**config.mk**
```make
export PLATFORM = sky130hd
export DESIGN_NAME = svm_knn_acc_ctrl
export DESIGN_NICKNAME = d
export VERILOG_FILES = /design/src/rtl/svm_knn_acc_ctrl.sv
export SDC_FILE = /design/constraint.sdc
export NUM_CORES = 1
export LEC_CHECK = 0
export BUFFER_PORTS_ARGS = -buffer_cell sky130_fd_sc_hd__buf_2
export CAP_MARGIN = 10
export CORE_ASPECT_RATIO = 0.8
export CORE_MARGIN = 2
export CORE_UTILIZATION = 40
export DETAILED_ROUTE_END_ITERATION = 8
export GPL_ROUTABILITY_DRIVEN = 0
export PLACE_DENSITY = 0.7
export SLEW_MARGIN = 20
export SYNTH_ARGS = -nofsm -noshare
export SYNTH_HDL_FRONTEND = slang
export SYNTH_SLANG_ARGS = --single-unit
```
**constraint.sdc**
```tcl
create_clock -name PCLK -period 3.51 [get_ports PCLK]
set_input_delay 0.5265 -clock PCLK [delete_from_list [all_inputs] [get_ports PCLK]]
set_output_delay 0.5265 -clock PCLK [all_outputs]
set_load 0.02 [all_outputs]
```
**src/rtl/svm_knn_acc_ctrl.sv**
```systemverilog
// Sequencer for the SVM/KNN accelerator: start detection, feature-memory streaming,
// result wait with timeout, and done/busy/error reporting.
module svm_knn_acc_ctrl #(
    parameter int ADDR_W  = 10,
    parameter int CNT_W   = 16,
    parameter int TMO_CYC = 255
) (
    input  logic              PCLK,
    input  logic              PRESETn,
    input  logic [1:0]        reg_start,
    input  logic              logic_op,
    input  logic [CNT_W-1:0]  cfg_len,
    input  logic [ADDR_W-1:0] cfg_base,
    output logic              mem_req,
    output logic [ADDR_W-1:0] mem_addr,
    input  logic              mem_gnt,
    input  logic              mem_rvalid,
    output logic              dp_clr,
    output logic              dp_en,
    output logic              dp_last,
    output logic              dp_mode,
    output logic              dp_op,
    input  logic              dp_res_vld,
    input  logic [31:0]       dp_res,
    output logic [31:0]       result,
    output logic              busy,
    output logic              done,
    output logic [1:0]        err
);
    localparam int TMO_W = $clog2(TMO_CYC + 1);

    typedef enum logic [2:0] {
        S_IDLE, S_CLEAR, S_FETCH, S_WAIT_DATA, S_WAIT_RES, S_DONE
    } state_t;

    state_t            r_state;
    logic [1:0]        r_cmd_q;
    logic [CNT_W-1:0]  r_len;
    logic [ADDR_W-1:0] r_base;
    logic [CNT_W-1:0]  r_iss_cnt;
    logic [CNT_W-1:0]  r_rx_cnt;
    logic [TMO_W-1:0]  r_tmo;
    logic              r_mem_req;
    logic              r_dp_clr;
    logic              r_dp_mode;
    logic              r_dp_op;
    logic              r_done;
    logic              r_busy;
    logic [31:0]       r_result;
    logic [1:0]        r_err;

    logic w_start;
    logic w_dp_en;
    logic w_dp_last;

    assign w_start   = (r_cmd_q == 2'b00) && (reg_start == 2'b01 || reg_start == 2'b10)
                       && (r_state == S_IDLE);
    // Returns arriving outside the transfer window (e.g. after an abort) are dropped here.
    assign w_dp_en   = mem_rvalid && (r_state == S_FETCH || r_state == S_WAIT_DATA);
    assign w_dp_last = w_dp_en && (r_rx_cnt == r_len - CNT_W'(1));

    always_ff @(posedge PCLK or negedge PRESETn) begin
        if (!PRESETn) begin
            r_state   <= S_IDLE;
            r_cmd_q   <= 2'b00;
            r_len     <= '0;
            r_base    <= '0;
            r_iss_cnt <= '0;
            r_rx_cnt  <= '0;
            r_tmo     <= '0;
            r_mem_req <= 1'b0;
            r_dp_clr  <= 1'b0;
            r_dp_mode <= 1'b0;
            r_dp_op   <= 1'b0;
            r_done    <= 1'b0;
            r_busy    <= 1'b0;
            r_result  <= '0;
            r_err     <= 2'b00;
        end else begin
            r_cmd_q  <= reg_start;
            r_dp_clr <= 1'b0;
            r_done   <= 1'b0;
            if (w_dp_en) begin
                r_rx_cnt <= r_rx_cnt + CNT_W'(1);
            end
            if (reg_start == 2'b11 && r_state != S_IDLE) begin
                r_state   <= S_IDLE;
                r_busy    <= 1'b0;
                r_mem_req <= 1'b0;
                r_err     <= 2'b11;
            end else begin
                case (r_state)
                    S_IDLE: begin
                        if (w_start) begin
                            r_len     <= cfg_len;
                            r_base    <= cfg_base;
                            r_dp_mode <= reg_start[1];
                            r_dp_op   <= logic_op;
                            r_iss_cnt <= '0;
                            r_rx_cnt  <= '0;
                            r_busy    <= 1'b1;
                            if (cfg_len == '0) begin
                                r_err   <= 2'b01;
                                r_done  <= 1'b1;
                                r_state <= S_DONE;
                            end else begin
                                r_err    <= 2'b00;
                                r_dp_clr <= 1'b1;
                                r_state  <= S_CLEAR;
                            end
                        end else if (r_cmd_q == 2'b00 && reg_start == 2'b11) begin
                            r_err <= 2'b01;
                        end
                    end
                    S_CLEAR: begin
                        r_mem_req <= 1'b1;
                        r_state   <= S_FETCH;
                    end
                    S_FETCH: begin
                        if (mem_gnt) begin
                            r_iss_cnt <= r_iss_cnt + CNT_W'(1);
                            if (r_iss_cnt == r_len - CNT_W'(1)) begin
                                r_mem_req <= 1'b0;
                                r_state   <= S_WAIT_DATA;
                            end
                        end
                    end
                    S_WAIT_DATA: begin
                        if (w_dp_last || r_rx_cnt == r_len) begin
                            r_tmo   <= '0;
                            r_state <= S_WAIT_RES;
                        end
                    end
                    S_WAIT_RES: begin
                        // A result in the final allowed cycle takes priority over the timeout.
                        if (dp_res_vld) begin
                            r_result <= dp_res;
                            r_done   <= 1'b1;
                            r_state  <= S_DONE;
                        end else if (r_tmo == TMO_W'(TMO_CYC - 1)) begin
                            r_err   <= 2'b10;
                            r_done  <= 1'b1;
                            r_state <= S_DONE;
                        end else begin
                            r_tmo <= r_tmo + TMO_W'(1);
                        end
                    end
                    S_DONE: begin
                        r_busy  <= 1'b0;
                        r_state <= S_IDLE;
                    end
                    default: begin
                        r_busy  <= 1'b0;
                        r_state <= S_IDLE;
                    end
                endcase
            end
        end
    end

    assign mem_req  = r_mem_req;
    assign mem_addr = r_base + r_iss_cnt[ADDR_W-1:0];
    assign dp_clr   = r_dp_clr;
    assign dp_en    = w_dp_en;
    assign dp_last  = w_dp_last;
    assign dp_mode  = r_dp_mode;
    assign dp_op    = r_dp_op;
    assign result   = r_result;
    assign busy     = r_busy;
    assign done     = r_done;
    assign err      = r_err;
endmodule

```
Yosys cells after proc, flatten, opt, wreduce, memory -nomap -nowiden
Index checks and enable logic that the tools add are counted.
{ "totals": {"regBits": 111, "out_inout_bits": 52, "in_bits": 66, "wordCells": 116} }
{ "classes": {"muxes": 44, "n_eq_ne": 25, "n_bitwise": 1, "addsub": 5, "reduce_logical": 26} }
{ "ops": {"columns": ["cell", "n"], "rows": [
  ["16-bit 2-to-1 mux", 6],
  ["16-bit == test", 3],
  ["16-bit by 1-bit adder with 16-bit output, second input constant", 2],
  ["16-bit one-hot mux with 2 select lines", 1],
  ["3-bit 2-to-1 mux", 8],
  ["8-bit 2-to-1 mux", 3],
  ["16-bit zero test", 1],
  ["8-bit one-hot mux with 2 select lines", 1],
  ["16-bit by 1-bit subtractor with 16-bit output, second input constant", 1],
  ["1-bit 2-to-1 mux", 15],
  ["3-bit one-hot mux with 5 select lines", 1],
  ["10-bit adder", 1],
  ["2-bit 2-to-1 mux", 5],
  ["5-bit AND reduction", 2],
  ["3-bit AND reduction", 3],
  ["3-bit nonzero test", 3],
  ["8-bit by 1-bit adder with 8-bit output, second input constant", 1],
  ["8-bit == test, second input constant", 1],
  ["2-bit != test, second input constant", 4],
  ["4-bit AND reduction", 2],
  ["3-bit by 2-bit == test with 1-bit output, second input constant", 2],
  ["1-bit logical AND", 6],
  ["3-bit by 1-bit != test with 1-bit output, second input constant", 2],
  ["3-bit by 2-bit != test with 1-bit output, second input constant", 2],
  ["17 further kinds", 25]
]} }

Depth between registers and ports, before layout
Gate-level depths: netlist of run 1.
{ "logic_depth": {"word_depth": 8, "ltp_mapped": 11, "depth_no_buf": 11} }

Worst setup path after synthesis of run 1
OpenSTA, ideal clock, no wires.
{ "synth_path": {"path_type": "flip-flop to output port", "start": "register r_len[0]", "end": "output dp_last", "t_required_ps": 2984, "arrival_time_ps": 2824, "path_buffers": 1, "setup_slack_ps": 160, "stages_incl_launch_ff": 9, "cell_sequence": "dfrtp_1 -> inv_1 -> ha_1 -> clkbuf_1 -> or3b_1 -> nor3_1 -> mux2_2 -> o21ai_1 -> nor4bb_1"} }
{ "synth_via": {"elab_chain_cells": 3} }
{ "synth_rtl": {"columns": ["item", "line_no", "rtl"], "rows": [
  ["start, declared", "38", "logic [CNT_W-1:0] r_len;"],
  ["start signal, assigned", "95", "r_len <= cfg_len;"],
  ["16-bit by 1-bit subtractor with 16-bit output", "60", "assign w_dp_last = w_dp_en && (r_rx_cnt == r_len - CNT_W'(1));"],
  ["16-bit == test", "60", null],
  ["1-bit logical AND", "60", null],
  ["end, declared", "20", "output logic dp_last,"]
]} }
Every way passes these cells.

Final worst setup path of run 1
{ "layout_path": {"start": "register r_len[2]", "end": "output dp_last"} }
The elaborated chain is that of the path after synthesis.

==> results of run 1 <==
[stage by stage]
| step | hold slack (ns) | setup slack, ns | instance area, µm² | instances |
|---|---|---|---|---|
| CTS | 0.256 | 0.0183 | 7490 | 994 |
| global route | 0.275 | 0.000238 | 7540 | 994 |
| global placement | 0.457 | 0.342 | 7180 | 978 |
| detailed placement | 0.468 | 0.332 | 7180 | 978 |
| finish | 0.227 | 0.126 | 7540 | 994 |
| floorplan | 0.231 | 0.160 | 6350 | 665 |
[synth_stat cells (2+ instances only)]
cell type | count | area share [%]
sky130_fd_sc_hd__mux2_2 | 34 | 6.0
sky130_fd_sc_hd__o32ai_1 | 2 | 0.28
sky130_fd_sc_hd__nand2_1 | 112 | 6.6
sky130_fd_sc_hd__clkbuf_1 | 20 | 1.2
sky130_fd_sc_hd__nor3b_1 | 5 | 0.59
sky130_fd_sc_hd__or4_1 | 2 | 0.24
sky130_fd_sc_hd__a21boi_0 | 2 | 0.24
sky130_fd_sc_hd__buf_2 | 5 | 0.39
sky130_fd_sc_hd__o31ai_1 | 4 | 0.47
sky130_fd_sc_hd__a21oi_1 | 19 | 1.5
sky130_fd_sc_hd__nand3b_1 | 2 | 0.24
sky130_fd_sc_hd__a22oi_1 | 2 | 0.24
sky130_fd_sc_hd__o21ai_2 | 2 | 0.28
sky130_fd_sc_hd__and2_1 | 3 | 0.30
sky130_fd_sc_hd__inv_1 | 17 | 1.0
sky130_fd_sc_hd__xnor2_1 | 39 | 5.4
sky130_fd_sc_hd__nor3_1 | 18 | 1.4
sky130_fd_sc_hd__o22a_1 | 2 | 0.28
sky130_fd_sc_hd__buf_6 | 2 | 0.35
sky130_fd_sc_hd__buf_1 | 5 | 0.30
sky130_fd_sc_hd__nor4_4 | 2 | 0.67
sky130_fd_sc_hd__mux2i_1 | 5 | 0.79
sky130_fd_sc_hd__nor2_1 | 52 | 3.1
sky130_fd_sc_hd__a21o_1 | 8 | 0.95
sky130_fd_sc_hd__ha_1 | 15 | 3.0
sky130_fd_sc_hd__nor4_1 | 12 | 1.2
sky130_fd_sc_hd__or3_1 | 5 | 0.49
sky130_fd_sc_hd__dfrtp_1 | 111 | 44
sky130_fd_sc_hd__xor2_1 | 42 | 5.8
sky130_fd_sc_hd__nand4_1 | 16 | 1.6
sky130_fd_sc_hd__and3_1 | 13 | 1.3
sky130_fd_sc_hd__o21ai_1 | 2 | 0.16
sky130_fd_sc_hd__nand3_1 | 24 | 1.9
sky130_fd_sc_hd__nand2b_1 | 5 | 0.49
sky130_fd_sc_hd__o21ai_0 | 23 | 1.8
sky130_fd_sc_hd__a31oi_1 | 4 | 0.39
[routing by layer]
metal  vias up  GRT usage (%)
met1      2545           28.0
met2       145           26.2
met3        13           4.22
met5         -              0
li1       2509              -
met4         0           4.40
[worst paths after layout]
path,start,end,cells past startpoint
max reg2reg,r_len[6],r_tmo[1],8
min in group PCLK,reg_start[0],r_cmd_q[0],1
min,PRESETn,r_base[1],1
max in group asynchronous,PRESETn,r_len[0],2
max,r_len[2],dp_last,6
min reg2reg,dp_op,dp_op,2
[registers in the layout (all words and copies together) (netlist names)]
name / flops
result: 32
r_iss_cnt: 16
r_len: 16
r_rx_cnt: 16
r_base: 10
r_tmo: 8
r_state: 3
err: 2
r_cmd_q: 2
busy: 1
done: 1
dp_clr: 1
dp_mode: 1
dp_op: 1
mem_req: 1
[cell families after synthesis]
logic type | Yosys count | share of synthesized area [%]
fa+ha+maj | 17 | 3.43
xor+xnor | 81 | 11.2
simple gates | 287 | 22.5
flops | 111 | 43.7
mux | 40 | 7.05
buf+inv | 50 | 3.35
compound gates | 79 | 8.77
[critical path, stage by stage (launching register included)]
cell	delay, ns
sky130_fd_sc_hd__dfrtp_1	0.56
sky130_fd_sc_hd__or4_4	0.65
sky130_fd_sc_hd__nor3_4	0.33
sky130_fd_sc_hd__nand4_1	0.19
sky130_fd_sc_hd__o311ai_4	0.14
sky130_fd_sc_hd__nor4bb_4	0.41
sky130_fd_sc_hd__buf_2	0.22
[final cells by class]
class / count / share of cell area [%]
tap: 215 / 3.57
multi-input combinational: 504 / 45.3
clock inverter: 7 / 1.08
clock buffer: 9 / 2.99
sequential: 111 / 36.9
inverter: 17 / 0.846
timing repair buffer: 131 / 9.35
[timing repair]
item                       4_1_cts  5_1_grt
setup endpoints to repair        1        2
resized for setup                1       11
pin swaps                        0        2
cloned                           0        0
[report_power, final]
group	switching (W)	total, W	internal [W]
Combinational	0.00159	0.00271	0.00112
Clock	0.000531	0.00104	0.000512
Sequential	0.000425	0.00210	0.00168
==> impl.org, run 1 <==
** Global routing
- Maximum number of pins on one net before global-route repair :: 64
- Initial antenna violation count :: 0
- Remaining global-route overflow :: 0
- Vias in the first global route :: around 4700
- In the global route stage, overall resource usage came out at between 10% and 20%.
- Wire length of the first global-routing pass :: around 24000 µm

** Routing
- Routed length on met1 :: between 7000 and 8000 µm
- The detailed router finished its first iteration with 420 violations.
- DR WL met2 :: about 6400 µm
- Wires add up to roughly 15000 µm.
- In the routed design, unresolved DRC markers number 0.
- Via count :: between 5000 and 6000
- Post-detailed-route via-to-cell ratio :: around 5.2
- Uppermost metal layer occupied by signal nets :: met4
- Antenna-violating nets left :: 0
- Average wire per standard cell :: 14.9 µm
- First-pass DRT Iterations :: 5
- Wire segments on met3 add up to between 1000 and 1500 µm in the final route.

** Setup path
- The worst setup path is launched from a flip-flop.
- Crit Path Class :: flip-flop to output pin
- FF-to-FF setup slack :: 0.42 ns
- Data on the critical path arrives at its endpoint at about 2.9 ns.
- Critical Path Fanout Max :: 12
- Crit path required time :: around 3.0 ns
- Crit. End Element :: output pin

** Clock tree
- Clock Sink Count :: 111
- Maximum level of the CTS H-tree :: 3
- Clock latency on the worst-skew pair, taken at its later pin, is between 0.3 and 0.4 ns.
- Hold buffer count at CTS :: 0
- The longest clock path from root to sink contains 2 buffers.
- In this run, CTS created clock tree buffers numbering 9.
- CTS tree :: yes
- After clock tree synthesis, the clock-pin slew on the worst setup and hold paths is 0.08 ns.
- CTS placed an instance of sky130_fd_sc_hd__clkbuf_16 at the clock tree root.
- Post CTS Setup Buffer Count :: 0

** Synth
- Warnings, synthesis :: 0
- Synthesis inferred about 110 register bits.
- In this run the cell area of the synthesized design comes to between 6000 and 7000 µm².
- Number of cells produced by synthesis :: 665
- When the netlist entered floorplanning its net count stood at about 750.
- Share of the yosys chip area belonging to registers :: 43.7%
- Counting flops with an async set or reset pin after synthesis yields a share of 100%.
- Number of synthesized flops with an enable pin :: 0
- Count of different cell masters after synthesis :: 65
- Post-synthesis area per instance :: about 9.6 µm²
- In the synthesized netlist the dominant register cell turns out to be sky130_fd_sc_hd__dfrtp_1.

** Floorplan
- CORE AREA :: ~16000 µm²
- Horiz. Die Dim :: ~140 µm
- In this run the count of I/O pins placed on the die edge is 118.
- Measured along the y axis, the die boundary spans between 100 and 150 µm.
- Row cnt :: just over 40
- Initial cell density of the core :: roughly two fifths
- The die covers 16900 µm².

** STA
- Setup total negative slack on the finished layout was measured at 0 ns.
- The count of pins over their slew limit was 0.
- Clock period minus worst slack :: around 3.4 ns
- In the finished design, the share of the clock period the worst path needs comes to around 96%.
- Final Skew :: around 0.0084 ns
- Slew @ Worst Pin :: between 0.7 and 0.8 ns
- Unrepaired setup endpoints after global routing :: false
- Final number of hold-violating endpoints :: 0
- Setup violations remaining at the end of the flow were counted as 0.
- Based on the critical path, the design can be clocked at up to 0.295 GHz.
- Headroom to the max-slew limit :: about 49%

** Finish
- Summing all multi-input logic gate instances after layout gives 3420 µm².
- The library cells used most frequently in the layout, excluding fill and tap cells, are sky130_fd_sc_hd__buf_2, sky130_fd_sc_hd__nand2_1, sky130_fd_sc_hd__dfrtp_1.
- Fill cells in the final layout number 1496.
- Core occupancy in the finished layout :: 48.2%
- The library cell used most frequently in the layout, excluding fill and tap cells, is sky130_fd_sc_hd__buf_2.
- In the final layout, the share of cells above drive strength 1 is a little over a quarter.
- 0 antenna diodes ended up in the layout.
- After the last flow step, the layout net total stands at around 860.
- Synth-to-layout area growth :: 18.8%
- Area of all sequential standard cells :: between 2000 and 3000 µm²

** Power
- In this run the power density over the cells is ~780 nW/µm².
- Overall power consumption :: 0.00586 W
- Peak supply drop :: approximately 0.00032 V
- Static leakage :: 3.64 nW

** Place
- Buffers placed on the I/O ports in this run total between 100 and 150.
- Detailed Place HPWL :: roughly 11000 µm

** Flow run
- Across the run, the number of max-cap violations was 0.

** Status
- Result of the run :: completed

** Hold path
- The path class of the tightest hold or removal check is input pin to async pin.
Power figures use the tool's default switching activity.
==> inputs of run 2 (changes only) <==
--- a/config.mk
+++ b/config.mk
@@ -12,7 +12,9 @@
 export CORE_UTILIZATION = 40
 export DETAILED_ROUTE_END_ITERATION = 8
 export GPL_ROUTABILITY_DRIVEN = 0
+export HOLD_SLACK_MARGIN = 0.08
 export PLACE_DENSITY = 0.7
+export REMOVE_ABC_BUFFERS = 1
 export SLEW_MARGIN = 20
 export SYNTH_ARGS = -nofsm -noshare
 export SYNTH_HDL_FRONTEND = slang
==> run 2 against run 1 <==
- via count decreased by 2.4%
- register-to-register slack lost 0.04 ns
- clock-buffer cell count grew 2
- core utilization decreased by 0.15 points
- clock skew is 0.0020 ns higher
- critical path type unchanged
- non-clock buffer count is 3 lower
- setup slack worse by 0.0070 ns
- largest cell class unchanged
- critical endpoint unchanged
==> impl.org, run 2 (synthesized netlist as in run 1, its figures left out) <==
** Place
- Instance area at placement :: a little over 7000 µm²
- Detailed Place HPWL :: approximately 11000 µm
- Number of port buffers :: ~120
- Including well taps, the total number of placed cells is 975.

** Finish
- Final #Nets :: 853
- Synth-to-layout area growth :: 18.4%
- Flip-flop count of the largest register after layout :: 32
- In the layout the commonest cells are sky130_fd_sc_hd__buf_2, sky130_fd_sc_hd__nand2_1, sky130_fd_sc_hd__dfrtp_1.
- Final-layout fill cell count :: 1476
- The finished cells cover between 7000 and 8000 µm².
- Diode insertion count for antenna repair :: 0
- Of the cells placed in the final design, the portion with a size suffix greater than 1 is between 20% and 30%.
- The library cell used most frequently in the layout, excluding fill and tap cells, is sky130_fd_sc_hd__buf_2.
- Fin cells :: approximately 990

** Setup path
- Worst setup startpoint :: r_len[6]
- STA classifies the critical path endpoint as an output pin.
- At the worst endpoint, the required time is 2.98 ns.
- Data on the critical path arrives at its endpoint at about 2.9 ns.
- Crit Path Class :: flip-flop to output pin
- Critical Path Fanout Max :: 7
- Startpoint types :: flip-flop
- Reg-to-Reg Start :: r_len[3]

** Power
- Peak supply drop :: ~0.00033 V
- For this design the total switching power over the nets is approximately 0.0025 W.
- Summed over all cells, the static leakage comes to approximately 3.6 nW.
- Net switching is 41.7% of the power.
- Combinational logic is responsible for roughly 45% of the overall power.
- Cell internal power was estimated by the tool at 0.00344 W.
- Overall power consumption :: just under 0.006 W
- Dividing total power by cell area gives a power density of roughly 790 nW/µm².
- Of the total power, registers draw a little over a third.
- In this run, the clock network consumes about a fifth of the power.

** STA
- Unrepaired setup endpoints after global routing :: false
- Headroom to the max-slew limit :: 54.4%
- Slew @ Worst Pin :: slightly below 0.7 ns
- Final number of hold-violating endpoints :: 0
- Between clock sinks in the finished design, the worst skew comes to between 0.01 and 0.015 ns.
- Total negative slack :: 0 ns
- Derived from the worst setup path, the maximum achievable clock frequency is a little under 0.3 GHz.
- The clock period could shrink to around 3.4 ns.
- In the finished design, the share of the clock period the worst path needs comes to a little over nine tenths.
- Setup-violating endpoint count in the final report :: 0
- Post-Route Hold Slack :: between 0.15 and 0.2 ns
- Count of final max-slew check failures :: 0

** Routing
- Post-detailed-route via-to-cell ratio :: roughly 5.1
- Dividing the detail-routed wire length by the instance count gives 14.7 µm.
- The routed design has 14600 µm of wire.
- For this run, design rule violations remaining after detail routing come to 0.
- The first detailed-routing pass took 4 iterations.
- The detail route stage leaves a number of antenna-violating nets equal to 0.
- After the first detailed-routing iteration, the DRC count stood at between 400 and 500.
- Via count :: about 5100

** Clock tree
- CTS tree :: yes
- Longest Clk Path Bufs :: 2
- In this run, CTS created clock tree buffers numbering 9.
- Hold buffer count at CTS :: 0
- The H-tree generated during clock tree synthesis spans 3 levels.
- Clock latency on the worst-skew pair, taken at its later pin, is ~0.36 ns.
- The tree is rooted in a sky130_fd_sc_hd__clkbuf_16.
- Post CTS Setup Buffer Count :: 0
- Clock Sink Count :: ~110
- CTS clock-pin slew for the worst setup and hold paths :: ~0.08 ns

** Floorplan
- CORE AREA :: about 16000 µm²
- The die covers around 17000 µm².
- Die extent in y :: 117 µm
- approximately 120 I/O pins were placed.
- Row generation in the floorplan step produced 41 rows.
- Horiz. Die Dim :: about 140 µm
- Initial cell density of the core :: between 40% and 50%

** Global routing
- The first global-routing pass estimated around 24000 µm of wire.
- Maximum number of pins on one net before global-route repair :: 68
- Vias in the first global route :: between 4000 and 5000
- Global routing used 18.3% of the available tracks.
- Remaining global-route overflow :: 0
- Initial antenna violation count :: 0

** Status
- The run finished with clean final reports.

** Flow run
- Number of maximum-capacitance violations :: 0

** Hold path
- Class of the tightest hold or removal check :: input pin to async pin
run 2: layout make-up:
type / instances / area [µm²] / share of cell area, %
multi-input combinational: 504 / 3390 / 45.1
sequential: 111 / 2780 / 36.9
timing repair buffer: 128 / 683 / 9.08
clock buffer: 11 / 253 / 3.36
tap: 215 / 269 / 3.58
inverter: 17 / 63.8 / 0.849
clock inverter: 5 / 78.8 / 1.05
run 2: routing by layer:
layer,up-vias,global-route usage (%),routed length (µm)
met5,-,0,0
met4,0,3.37,91
met3,11,5.37,968
met2,136,26.1,6250
met1,2438,27.8,7270
li1,2502,-,-
run 2: per-stage QoR:
step | utilization, % | setup slack, ns
floorplan | - | -0.0234
global placement | 45.7 | 0.366
detailed placement | 45.7 | 0.329
CTS | 47.9 | 0.00417
global route | 48.1 | 0.00508
finish | 48.1 | 0.119
run 2: path summary, 6_finish.rpt:
path / endpoint / slack (ns) / cells after the start
worst min-delay path: r_base[3] / 0.17 / 1
worst max register to register: r_tmo[1] / 0.38 / 7
worst max-delay path: dp_last / 0.12 / 6
min in group PCLK: r_cmd_q[0] / 0.29 / 1
worst min register to register: dp_op / 0.48 / 2
max in group asynchronous: result[22] / 2.58 / 2
run 2: worst max-delay path, cell delays in order, from the launching register on:
cell and delay (ns):
sky130_fd_sc_hd__dfrtp_1 0.49, sky130_fd_sc_hd__or4_4 0.62, sky130_fd_sc_hd__nor3_2 0.22, sky130_fd_sc_hd__mux2_2 0.35, sky130_fd_sc_hd__o21ai_1 0.22, sky130_fd_sc_hd__nor4bb_4 0.39
sky130_fd_sc_hd__buf_2 0.22
run 2: power groups by stage:
stage / sequential (W) / clock [W] / combinational (W)
2_1_floorplan: 0.00231 / 0 / 0.00161
6_report: 0.00211 / 0.00114 / 0.00266
4_1_cts: 0.00210 / 0.00118 / 0.00264
5_1_grt: 0.00218 / 0.00122 / 0.00295
3_3_place_gp: 0.00211 / 0 / 0.00259
3_5_place_dp: 0.00212 / 0 / 0.00262
run 2: timing repair:
| item | in CTS | in global routing |
|---|---|---|
| resized for setup | 1 | 6 |
| setup endpoints to repair | 1 | 3 |
| pin swaps | 0 | 1 |
